`src/rtl/segre_pkg.sv`:
```
// Shared types and sizes for the segre core memory subsystem.
// Also carries the arbiter FSM/owner encodings and its starvation helper.
package segre_pkg;

    localparam int ADDR_SIZE             = 32;
    localparam int CACHE_LINE_SIZE_BYTES = 16;
    localparam int LINE_W                = CACHE_LINE_SIZE_BYTES * 8;
    localparam int STARVE_W              = 4;

    localparam int GNT_IC_RD = 0;
    localparam int GNT_DC_RD = 1;
    localparam int GNT_DC_WR = 2;

    typedef enum logic [1:0] {
        ARB_IDLE,
        ARB_BUSY,
        ARB_RESP
    } arb_state_e;

    typedef enum logic [1:0] {
        OWN_IC_RD,
        OWN_DC_RD,
        OWN_DC_WR
    } arb_owner_e;

    // Counter only grows while IC is actually waiting behind a DC grant.
    function automatic logic [STARVE_W-1:0] starve_next(
        input logic [STARVE_W-1:0] cnt,
        input logic                ic_won,
        input logic                ic_wait,
        input logic [STARVE_W-1:0] limit
    );
        if (ic_won || !ic_wait) begin
            return '0;
        end
        return (cnt == limit) ? cnt : cnt + STARVE_W'(1);
    endfunction

endpackage

```
`src/rtl/segre_arb_picker.sv`:
```
// Combinational priority pick: DC writeback, DC fill, IC fill,
// with IC forced to win once the starvation counter hits its limit.
module segre_arb_picker
    import segre_pkg::*;
#(
    parameter int unsigned STARVE_LIMIT = 4
) (
    input  logic                ic_rd_i,
    input  logic                dc_rd_i,
    input  logic                dc_wr_i,
    input  logic [STARVE_W-1:0] starve_cnt_i,
    output logic [2:0]          grant_o
);

    logic starved;

    assign starved = ic_rd_i && (starve_cnt_i == STARVE_W'(STARVE_LIMIT));

    always_comb begin
        grant_o = '0;
        if (starved) begin
            grant_o[GNT_IC_RD] = 1'b1;
        end else if (dc_wr_i) begin
            grant_o[GNT_DC_WR] = 1'b1;
        end else if (dc_rd_i) begin
            grant_o[GNT_DC_RD] = 1'b1;
        end else if (ic_rd_i) begin
            grant_o[GNT_IC_RD] = 1'b1;
        end
    end

endmodule

```
`src/rtl/segre_mem_arbiter.sv`:
```
// Single-port main-memory arbiter between IC fills and DC fills/writebacks.
// One transaction at a time; every output is driven from registers.
module segre_mem_arbiter
    import segre_pkg::*;
#(
    parameter int unsigned STARVE_LIMIT = 4
) (
    input  logic                 clk_i,
    input  logic                 rst_i,
    input  logic                 ic_rd_i,
    input  logic [ADDR_SIZE-1:0] ic_addr_i,
    output logic                 ic_done_o,
    output logic [LINE_W-1:0]    ic_line_o,
    input  logic                 dc_rd_i,
    input  logic                 dc_wr_i,
    input  logic [ADDR_SIZE-1:0] dc_rd_addr_i,
    input  logic [ADDR_SIZE-1:0] dc_wr_addr_i,
    input  logic [LINE_W-1:0]    dc_wr_line_i,
    output logic                 dc_rd_done_o,
    output logic                 dc_wr_done_o,
    output logic [LINE_W-1:0]    dc_line_o,
    output logic                 mem_rd_o,
    output logic                 mem_wr_o,
    output logic [ADDR_SIZE-1:0] mem_addr_o,
    output logic [LINE_W-1:0]    mem_line_o,
    input  logic                 mem_ready_i,
    input  logic [LINE_W-1:0]    mem_line_i,
    output logic                 arb_busy_o
);

    arb_state_e           state_q, state_d;
    arb_owner_e           owner_q, owner_d;
    logic [ADDR_SIZE-1:0] addr_q, addr_d;
    logic [LINE_W-1:0]    wline_q, wline_d;
    logic [STARVE_W-1:0]  starve_q, starve_d;
    logic [LINE_W-1:0]    ic_line_q, ic_line_d;
    logic [LINE_W-1:0]    dc_line_q, dc_line_d;
    logic [2:0]           grant;
    logic                 any_req;

    assign any_req = ic_rd_i | dc_rd_i | dc_wr_i;

    segre_arb_picker #(
        .STARVE_LIMIT (STARVE_LIMIT)
    ) u_picker (
        .ic_rd_i      (ic_rd_i),
        .dc_rd_i      (dc_rd_i),
        .dc_wr_i      (dc_wr_i),
        .starve_cnt_i (starve_q),
        .grant_o      (grant)
    );

    always_ff @(posedge clk_i or posedge rst_i) begin
        if (rst_i) begin
            state_q <= ARB_IDLE;
        end else begin
            state_q <= state_d;
        end
    end

    always_comb begin
        state_d = state_q;
        unique case (state_q)
            ARB_IDLE: if (any_req)     state_d = ARB_BUSY;
            ARB_BUSY: if (mem_ready_i) state_d = ARB_RESP;
            ARB_RESP: state_d = ARB_IDLE;
            default:  state_d = ARB_IDLE;
        endcase
    end

    always_comb begin
        owner_d   = owner_q;
        addr_d    = addr_q;
        wline_d   = wline_q;
        starve_d  = starve_q;
        ic_line_d = ic_line_q;
        dc_line_d = dc_line_q;
        if (state_q == ARB_IDLE && any_req) begin
            unique case (1'b1)
                grant[GNT_DC_WR]: begin
                    owner_d = OWN_DC_WR;
                    addr_d  = dc_wr_addr_i;
                    wline_d = dc_wr_line_i;
                end
                grant[GNT_DC_RD]: begin
                    owner_d = OWN_DC_RD;
                    addr_d  = dc_rd_addr_i;
                end
                default: begin
                    owner_d = OWN_IC_RD;
                    addr_d  = ic_addr_i;
                end
            endcase
            starve_d = starve_next(starve_q, grant[GNT_IC_RD], ic_rd_i,
                                   STARVE_W'(STARVE_LIMIT));
        end
        // Fill data is captured once; the line registers hold until the next fill.
        if (state_q == ARB_BUSY && mem_ready_i) begin
            if (owner_q == OWN_IC_RD) ic_line_d = mem_line_i;
            if (owner_q == OWN_DC_RD) dc_line_d = mem_line_i;
        end
    end

    always_ff @(posedge clk_i or posedge rst_i) begin
        if (rst_i) begin
            owner_q   <= OWN_IC_RD;
            addr_q    <= '0;
            wline_q   <= '0;
            starve_q  <= '0;
            ic_line_q <= '0;
            dc_line_q <= '0;
        end else begin
            owner_q   <= owner_d;
            addr_q    <= addr_d;
            wline_q   <= wline_d;
            starve_q  <= starve_d;
            ic_line_q <= ic_line_d;
            dc_line_q <= dc_line_d;
        end
    end

    always_comb begin
        mem_rd_o     = 1'b0;
        mem_wr_o     = 1'b0;
        ic_done_o    = 1'b0;
        dc_rd_done_o = 1'b0;
        dc_wr_done_o = 1'b0;
        arb_busy_o   = 1'b0;
        unique case (state_q)
            ARB_BUSY: begin
                mem_rd_o   = (owner_q != OWN_DC_WR);
                mem_wr_o   = (owner_q == OWN_DC_WR);
                arb_busy_o = 1'b1;
            end
            ARB_RESP: begin
                ic_done_o    = (owner_q == OWN_IC_RD);
                dc_rd_done_o = (owner_q == OWN_DC_RD);
                dc_wr_done_o = (owner_q == OWN_DC_WR);
                arb_busy_o   = 1'b1;
            end
            default: ;
        endcase
    end

    assign mem_addr_o = addr_q;
    assign mem_line_o = wline_q;
    assign ic_line_o  = ic_line_q;
    assign dc_line_o  = dc_line_q;

endmodule

```
`config.mk`:
```
export PLATFORM = sky130hd
export DESIGN_NAME = segre_mem_arbiter
export DESIGN_NICKNAME = d
export VERILOG_FILES = /design/src/rtl/segre_pkg.sv /design/src/rtl/segre_arb_picker.sv /design/src/rtl/segre_mem_arbiter.sv
export SDC_FILE = /design/constraint.sdc
export NUM_CORES = 1
export LEC_CHECK = 0
export ABC_AREA = 1
export CAP_MARGIN = 10
export CORE_AREA = 2 2 307 309
export CTS_CLUSTER_SIZE = 8
export DETAILED_ROUTE_END_ITERATION = 6
export DIE_AREA = 0 0 309 311
export GPL_TIMING_DRIVEN = 0
export PLACE_DENSITY = 0.38
export SYNTH_ARGS = -nofsm -noshare
export SYNTH_HDL_FRONTEND = slang
export SYNTH_HIERARCHICAL = 1
export SYNTH_SLANG_ARGS = --single-unit
```
`constraint.sdc`:
```
create_clock -name clk_i -period 27 [get_ports clk_i]
set_clock_uncertainty 0.1 [all_clocks]
set_input_delay 6.75 -clock clk_i [delete_from_list [all_inputs] [get_ports clk_i]]
set_output_delay 6.75 -clock clk_i [all_outputs]
set_load 0.02 [all_outputs]
```
==> impl_metrics.prom, run 1 <==
# TYPE chip_impl_metric gauge
chip_impl_info{name="outcome",value="complete, no violations"} 1
chip_impl_metric{name="power_frac_clock",unit="%"} 21.2
chip_impl_info{name="grt_setup_unrepaired",value="false"} 1
chip_impl_info{name="synth-main-ff-cell",value="sky130_fd_sc_hd__dfrtp_1"} 1
chip_impl_metric{name="slowest_delay",unit="ns"} 0.73
chip_impl_metric{name="cts_buffers",unit=""} 60
chip_impl_metric{name="ff_latch_count_synth",unit=""} 424
chip_impl_metric{name="worst-path-buf-inv",unit=""} 3
chip_impl_metric{name="finalSetupViolCount",unit=""} 0
chip_impl_metric{name="crit_path_max_fanout",unit=""} 3
chip_impl_metric{name="placed_cell_count",unit=""} 3897
chip_impl_metric{name="post_cts.repair.setup_buffers",unit=""} 0
chip_impl_metric{name="p_leak",unit="nW"} 13.0
chip_impl_info{name="setup.worst_path.start_class",value="flop"} 1
chip_impl_metric{name="synthesis.instances",unit=""} 1860
chip_impl_metric{name="maximum_number_of_pins_on_one_net_before_global_route_repair",unit=""} 103
chip_impl_info{name="path_delay_family",value="buffers and inverters"} 1
chip_impl_metric{name="dpl-instance-area",unit="sq um"} 26100
chip_impl_metric{name="sw_frac_of_total",unit="%"} 39.9
chip_impl_metric{name="stdcell_count",unit=""} 3977
chip_impl_info{name="most_frequent_standard_cell_in_the_layout_excluding_fill_and_tap_cells",value="sky130_fd_sc_hd__nand2_1"} 1
chip_impl_metric{name="initial_antenna_violation_count",unit=""} 11
chip_impl_metric{name="cell_internal_pwr",unit="mW"} 1.96
chip_impl_info{name="critical_path.most_common_cell",value="sky130_fd_sc_hd__inv_1"} 1
chip_impl_info{name="tritoncts",value="built"} 1
chip_impl_metric{name="top_level_ports",unit=""} 780
chip_impl_metric{name="grt.total_usage",unit="%"} 16.1
chip_impl_metric{name="yosysSeqAreaShare",unit="%"} 63.8
chip_impl_metric{name="post_cts_hold_buffer_count",unit=""} 0
chip_impl_metric{name="power_density",unit="nW/um^2"} 118
chip_impl_info{name="clock_tree.root_cell",value="sky130_fd_sc_hd__clkbuf_16"} 1
chip_impl_metric{name="finalCriticalPeriod",unit="ns"} 9.13
chip_impl_info{name="hp-class",value="reg2reg"} 1
chip_impl_metric{name="place_congestion",unit=""} 0.825
chip_impl_metric{name="portBuffers",unit=""} 779
chip_impl_metric{name="switching_power",unit="mW"} 1.30
chip_impl_metric{name="fin_tns_setup",unit="ns"} 0
chip_impl_metric{name="finalHoldViolCount",unit=""} 0
chip_impl_metric{name="nets_in_the_synthesized_netlist",unit=""} 2224
chip_impl_metric{name="combinationalPowerShare",unit="%"} 46.0
chip_impl_info{name="critical_path.cell_chain",value="inv_1 > ha_1 > inv_1 > nor3_1 > clkdlybuf4s50_1"} 1
chip_impl_metric{name="postLayoutCellArea",unit="sq um"} 27700
chip_impl_metric{name="design.die.area",unit="sq um"} 96100
chip_impl_info{name="mostFrequentLayoutCells",value="sky130_fd_sc_hd__nand2_1 (856), sky130_fd_sc_hd__clkdlybuf4s50_1 (779), sky130_fd_sc_hd__dfrtp_1 (424)"} 1
chip_impl_metric{name="layout_worst_path_cycle_share",unit="%"} 33.8
chip_impl_metric{name="synthesis.area_per_instance",unit="sq um"} 8.93
chip_impl_metric{name="number_of_global_route_vias_before_repair",unit=""} 16300
chip_impl_metric{name="fmax",unit="MHz"} 109
chip_impl_metric{name="required",unit="ns"} 20.15
chip_impl_metric{name="num_rows",unit=""} 112
chip_impl_metric{name="sequentialPowerShare",unit="%"} 32.8
chip_impl_metric{name="insertion_delay",unit="ns"} 0.60
chip_impl_metric{name="layout.core_utilization",unit="%"} 29.9
chip_impl_metric{name="die_h",unit="um"} 311
chip_impl_metric{name="final-max-slew-violation-count",unit=""} 0
chip_impl_metric{name="cts.clk_slew.worst_paths",unit="ns"} 0.06
chip_impl_metric{name="cts_max_level",unit=""} 2
chip_impl_metric{name="drtAntennaViolNets",unit=""} 0
chip_impl_metric{name="ys.warnings.count",unit=""} 6
chip_impl_metric{name="cts-resized-gates",unit=""} 0
chip_impl_metric{name="post_synth_num_cell_types",unit=""} 23
chip_impl_info{name="timing.setup.critical_path_class",value="reg2out"} 1
chip_impl_metric{name="max_slew_margin",unit="%"} 47.8
chip_impl_metric{name="drive_gt1_share",unit="%"} 6.04
chip_impl_metric{name="worstMarginPinSlew",unit="ns"} 0.783
chip_impl_metric{name="remaining_drcs",unit=""} 0
chip_impl_metric{name="hpwlAfterDp",unit="um"} 61900
chip_impl_metric{name="drt-pass1-iter-count",unit=""} 6
chip_impl_metric{name="finish.net_count",unit=""} 3069
chip_impl_metric{name="start_util",unit="%"} 17.9
chip_impl_metric{name="power.ir.vdd_worst",unit="V"} 0.0000521
chip_impl_info{name="end_kind",value="output pin"} 1
chip_impl_metric{name="wl_per_cell",unit="um"} 19.8
chip_impl_metric{name="die_w",unit="um"} 309
chip_impl_metric{name="core_area",unit="sq um"} 92800
chip_impl_metric{name="detailedRoute.firstIterationViolations",unit=""} 879
chip_impl_metric{name="synthArstFlopShare",unit="%"} 100
chip_impl_metric{name="cts_sinks",unit=""} 424
chip_impl_metric{name="post_synth_instance_area",unit="sq um"} 16600
chip_impl_metric{name="cts_max_path_buffers",unit=""} 3
chip_impl_metric{name="grt_overflow",unit=""} 0
chip_impl_metric{name="grt_first_pass_wirelength",unit="um"} 114000
chip_impl_metric{name="synth_enable_flop_cells",unit=""} 0
chip_impl_metric{name="p_total",unit="mW"} 3.26
chip_impl_metric{name="drt_wl_total",unit="um"} 78800
chip_impl_metric{name="detailroute.via_count",unit=""} 15400
chip_impl_metric{name="worst-endpoint-arrival",unit="ns"} 2.28
chip_impl_metric{name="viasPerCell",unit=""} 3.87
chip_impl_info{name="crit_path_top_delay_cell",value="sky130_fd_sc_hd__clkdlybuf4s50_1"} 1
chip_impl_metric{name="max-cap-violations",unit=""} 0
chip_impl_metric{name="syn2layout_area_growth",unit="%"} 66.9
stage by stage:
step / setup WS (ns) / hold slack (ns)
2_1_floorplan: 8.35 / 0.378
3_3_place_gp: 1.81 / 0.355
3_5_place_dp: 17.93 / 0.358
4_1_cts: 17.78 / 0.371
5_1_grt: 17.70 / 0.376
6_report: 17.87 / 0.365
cell families (layout without fill, tap and decap cells):
| kind of cell | Yosys count | in the layout | share of synthesized area (%) |
|---|---|---|---|
| buffers and inverters | 252 | 1106 | 6.54 |
| AND/OR/NAND/NOR | 914 | 914 | 21.2 |
| XOR/XNOR | 1 | 1 | 0.0527 |
| other | 0 | 9 | 0 |
| flip-flops | 424 | 424 | 63.8 |
| adder cells (fa/ha/maj) | 6 | 6 | 0.452 |
| AO/OA/AOI/OAI | 263 | 263 | 7.92 |
layout make-up:
type                       instances  area [sq um]
inverter                         151           574
tap                             1254          1570
buffer                           101           520
clock inverter                     6          87.6
clock buffer                      65          1530
multi-input combinational       1184          4920
antenna                            9          22.5
timing repair buffer             783          7910
sequential                       424         10600
fill                            9835         65000
cell usage after synthesis, types with 2 or more instances:
cell type / instances / share of area [%]
sky130_fd_sc_hd__nor3_1: 2 / 0.060
sky130_fd_sc_hd__nand3_2: 3 / 0.18
sky130_fd_sc_hd__o21ai_0: 261 / 7.9
sky130_fd_sc_hd__nor2_2: 2 / 0.075
sky130_fd_sc_hd__nor2_1: 12 / 0.27
sky130_fd_sc_hd__buf_2: 68 / 2.0
sky130_fd_sc_hd__inv_2: 2 / 0.045
sky130_fd_sc_hd__buf_4: 13 / 0.59
sky130_fd_sc_hd__nand2_1: 856 / 19
sky130_fd_sc_hd__ha_1: 6 / 0.45
sky130_fd_sc_hd__clkbuf_1: 19 / 0.43
sky130_fd_sc_hd__dfrtp_1: 424 / 64
sky130_fd_sc_hd__nand3_1: 35 / 1.1
sky130_fd_sc_hd__inv_1: 148 / 3.3
flip-flops by register name, summed over array words and instances, names as in the netlist:
register    count
ic_line_o     128
mem_addr_o     32
state_q         2
starve_q        4
mem_line_o    128
owner_q         2
dc_line_o     128
layer usage:
metal / global-route usage (%) / wire length [um] / share of wire [%]
met3: 4.32 / 5190 / 6.6
met4: 5.14 / 2210 / 2.8
met2: 28.9 / 40600 / 52
met1: 18.2 / 30700 / 39
met5: 0 / 38 / 0.048
power by group through the flow:
stage | Clock (mW) | Sequential (mW) | Combinational (mW)
after floorplan | 0 | 1.39 | 0.349
after global placement | 0 | 1.07 | 1.53
after detailed placement | 0 | 1.08 | 1.53
after CTS | 0.720 | 1.07 | 1.54
after global routing | 0.746 | 1.11 | 1.62
final | 0.691 | 1.07 | 1.50
path summary, 6_finish.rpt:
path	startpoint	end	slack, ns	cells after the start
max in group asynchronous	rst_i	dc_line_o[12]	18.88	4
worst max-delay path	state_q[0]	ic_done_o	17.87	5
worst min register to register	mem_line_o[22]	mem_line_o[22]	0.36	2
worst max register to register	state_q[1]	dc_line_o[15]	24.68	8
min in group asynchronous	rst_i	mem_line_o[48]	6.48	2
worst min-delay path	mem_line_o[22]	mem_line_o[22]	0.36	2
worst reg2reg max path, stage by stage (launching register included):
cell	delay, ns
sky130_fd_sc_hd__dfrtp_1	0.37
sky130_fd_sc_hd__inv_1	0.09
sky130_fd_sc_hd__ha_1	0.20
sky130_fd_sc_hd__nand2_1	0.07
sky130_fd_sc_hd__inv_1	0.07
sky130_fd_sc_hd__nand3_2	0.14
sky130_fd_sc_hd__buf_2	0.32
sky130_fd_sc_hd__clkbuf_1	0.65
sky130_fd_sc_hd__o21ai_0	0.18
Note: power is estimated with default switching activity, not from simulation.
==> run 2, diff against run 1 <==
- PLACE_DENSITY: 0.38 -> 0.4
- clock period: 27 -> 7.6 ns (I/O delays scaled with it)
==> impl_metrics.prom, run 2 (same netlist as run 1, synthesis figures left out) <==
# TYPE chip_impl_metric gauge
chip_impl_metric{name="hpwlAfterDp",unit="um"} 61900
chip_impl_metric{name="drt-pass1-iter-count",unit=""} 6
chip_impl_metric{name="grt_overflow",unit=""} 0
chip_impl_info{name="hp-class",value="reg2reg"} 1
chip_impl_metric{name="start_util",unit="%"} 17.9
chip_impl_metric{name="ff2ff_path_depth",unit=""} 8
chip_impl_metric{name="power.ir.vdd_worst",unit="V"} 0.000177
chip_impl_metric{name="detailroute.via_count",unit=""} 15500
chip_impl_metric{name="syn2layout_area_growth",unit="%"} 67.6
chip_impl_metric{name="maximum_number_of_pins_on_one_net_before_global_route_repair",unit=""} 40
chip_impl_metric{name="crit_path_max_fanout",unit=""} 4
chip_impl_metric{name="number_of_global_route_vias_before_repair",unit=""} 16600
chip_impl_metric{name="cts_max_level",unit=""} 2
chip_impl_metric{name="grt.total_usage",unit="%"} 15.9
chip_impl_metric{name="drtAntennaViolNets",unit=""} 0
chip_impl_metric{name="wl_per_cell",unit="um"} 19.5
chip_impl_metric{name="required",unit="ns"} 5.60
chip_impl_info{name="most_frequent_standard_cell_in_the_layout_excluding_fill_and_tap_cells",value="sky130_fd_sc_hd__nand2_1"} 1
chip_impl_metric{name="portBuffers",unit=""} 779
chip_impl_metric{name="use_met1",unit="%"} 18.5
chip_impl_metric{name="cts_sinks",unit=""} 424
chip_impl_info{name="worst_r2r_dst",value="dc_line_o[18]"} 1
chip_impl_metric{name="p_leak",unit="nW"} 13.0
chip_impl_metric{name="top_level_ports",unit=""} 780
chip_impl_metric{name="layout_worst_path_cycle_share",unit="%"} 54.7
chip_impl_metric{name="post_cts_hold_buffer_count",unit=""} 0
chip_impl_info{name="end_kind",value="output pin"} 1
chip_impl_metric{name="place_congestion",unit=""} 0.853
chip_impl_info{name="timing.critical_path.from",value="state_q[1]"} 1
chip_impl_metric{name="design.die.area",unit="sq um"} 96100
chip_impl_metric{name="grtUsageMet3",unit="%"} 3.86
chip_impl_metric{name="max_slew_margin",unit="%"} 40.6
chip_impl_info{name="crit_end",value="mem_rd_o"} 1
chip_impl_metric{name="grt_first_pass_wirelength",unit="um"} 114000
chip_impl_metric{name="finalSetupViolCount",unit=""} 0
chip_impl_info{name="tritoncts",value="built"} 1
chip_impl_info{name="grt_setup_unrepaired",value="false"} 1
chip_impl_info{name="clock_tree.root_cell",value="sky130_fd_sc_hd__clkbuf_16"} 1
chip_impl_metric{name="finalHoldViolCount",unit=""} 0
chip_impl_metric{name="cts_buffers",unit=""} 60
chip_impl_metric{name="fmax",unit="MHz"} 241
chip_impl_metric{name="post_cts.repair.setup_buffers",unit=""} 0
chip_impl_metric{name="die_w",unit="um"} 309
chip_impl_metric{name="drive_gt1_share",unit="%"} 6.25
chip_impl_metric{name="cts.clk_slew.worst_paths",unit="ns"} 0.05
chip_impl_metric{name="die_h",unit="um"} 311
chip_impl_info{name="worst_r2r_startpoint",value="state_q[1]"} 1
chip_impl_metric{name="power_density",unit="nW/um^2"} 415
chip_impl_info{name="mostFrequentLayoutCells",value="sky130_fd_sc_hd__nand2_1 (856), sky130_fd_sc_hd__clkdlybuf4s50_1 (779), sky130_fd_sc_hd__dfrtp_1 (424)"} 1
chip_impl_metric{name="r2r_setup_slack",unit="ns"} 5.22
chip_impl_metric{name="cts_max_path_buffers",unit=""} 3
chip_impl_metric{name="viasPerCell",unit=""} 3.89
chip_impl_info{name="top_usage_layer",value="met2"} 1
chip_impl_info{name="outcome",value="complete, no violations"} 1
chip_impl_metric{name="stdcell_count",unit=""} 3989
chip_impl_info{name="timing.setup.critical_path_class",value="reg2out"} 1
chip_impl_metric{name="insertion_delay",unit="ns"} 0.61
chip_impl_metric{name="use_met2",unit="%"} 27.9
chip_impl_metric{name="fin_worst_hold_slack",unit="ns"} 0.365
chip_impl_metric{name="fin_tns_setup",unit="ns"} 0
chip_impl_metric{name="num_rows",unit=""} 112
chip_impl_metric{name="worst-endpoint-arrival",unit="ns"} 2.15
chip_impl_metric{name="initial_antenna_violation_count",unit=""} 17
chip_impl_metric{name="p_total",unit="mW"} 11.6
chip_impl_metric{name="finalCriticalPeriod",unit="ns"} 4.15
chip_impl_metric{name="finish.net_count",unit=""} 3077
chip_impl_metric{name="drt_wl_total",unit="um"} 78000
chip_impl_metric{name="placed_cell_count",unit=""} 3905
chip_impl_metric{name="final-max-slew-violation-count",unit=""} 0
chip_impl_metric{name="core_area",unit="sq um"} 92800
chip_impl_metric{name="detailedRoute.firstIterationViolations",unit=""} 828
chip_impl_metric{name="remaining_drcs",unit=""} 0
chip_impl_metric{name="max-cap-violations",unit=""} 0
chip_impl_info{name="setup.worst_path.start_class",value="flop"} 1
chip_impl_metric{name="cts-resized-gates",unit=""} 0
chip_impl_metric{name="worstMarginPinSlew",unit="ns"} 0.892
[run 2: changes by cell type in the layout (fill, tap and decap cells not counted), sizes merged]
cell,change
buf,+8
diode,+5
clkinvlp,+2
inv,-2
bufinv,-1
clkbuf,+1
clkinv,-1
[run 2: layer usage]
metal / part of all wire [%] / vias up
li1: - / 7438
met1: 39 / 7526
met2: 51 / 452
met3: 6.5 / 114
met4: 3.1 / 6
met5: 0.065 / -
[run 2: final cells by class]
type | count | area (sq um)
multi-input combinational | 1184 | 4920
antenna | 14 | 35.0
sequential | 424 | 10600
buffer | 101 | 520
tap | 1254 | 1570
fill | 9857 | 64900
clock inverter | 4 | 37.5
timing repair buffer | 791 | 8040
clock buffer | 66 | 1550
inverter | 151 | 571
[run 2: worst max-delay path, cell delays in order, from the launching register on]
cell	delay, ns
sky130_fd_sc_hd__dfrtp_1	0.39
sky130_fd_sc_hd__inv_1	0.11
sky130_fd_sc_hd__ha_1	0.17
sky130_fd_sc_hd__inv_1	0.08
sky130_fd_sc_hd__a21oi_1	0.12
sky130_fd_sc_hd__clkdlybuf4s50_1	0.67
[run 2: stage by stage]
step | worst slack (ns) | area (sq um) | utilization (%)
floorplan | -0.121 | 16600 | -
global route | 3.29 | 27800 | 30.0
finish | 3.45 | 27800 | 30.0
detailed placement | 3.03 | 26200 | 28.3
CTS | 3.36 | 27800 | 30.0
global placement | -3.58 | 26000 | 28.0
[run 2: worst min-delay path by stage]
| stage | startpoint | endpoint | cells past startpoint |
|---|---|---|---|
| floorplan | state_q[1] | state_q[1] | 2 |
| global placement | mem_line_o[42] | mem_line_o[42] | 2 |
| detailed placement | mem_line_o[27] | mem_line_o[27] | 2 |
| CTS | mem_line_o[27] | mem_line_o[27] | 2 |
| global route | mem_line_o[5] | mem_line_o[5] | 2 |
| finish | mem_line_o[27] | mem_line_o[27] | 2 |
[run 2: power breakdown]
part           total [mW]  internal, mW  switching, mW
logic                5.35          2.31           3.04
clock network        2.40          1.41          0.996
registers            3.82          3.24          0.578
total                11.6          6.96           4.61
==> run 3, diff against run 2 <==
- clock period: 7.6 -> 3.8 ns (I/O delays scaled with it)
==> results of run 3 <==
Same layout as run 2 (identical final DEF). Status: complete, no violations.
Among the figures that moved: setup slack after placement 3.03 ns -> 0.177 ns; setup slack after layout 3.45 ns -> 0.596 ns; register-to-register setup slack 5.22 ns -> 1.42 ns; total power 11.6 mW -> 23.1 mW; worst IR drop on VDD 0.000177 V -> 0.000353 V
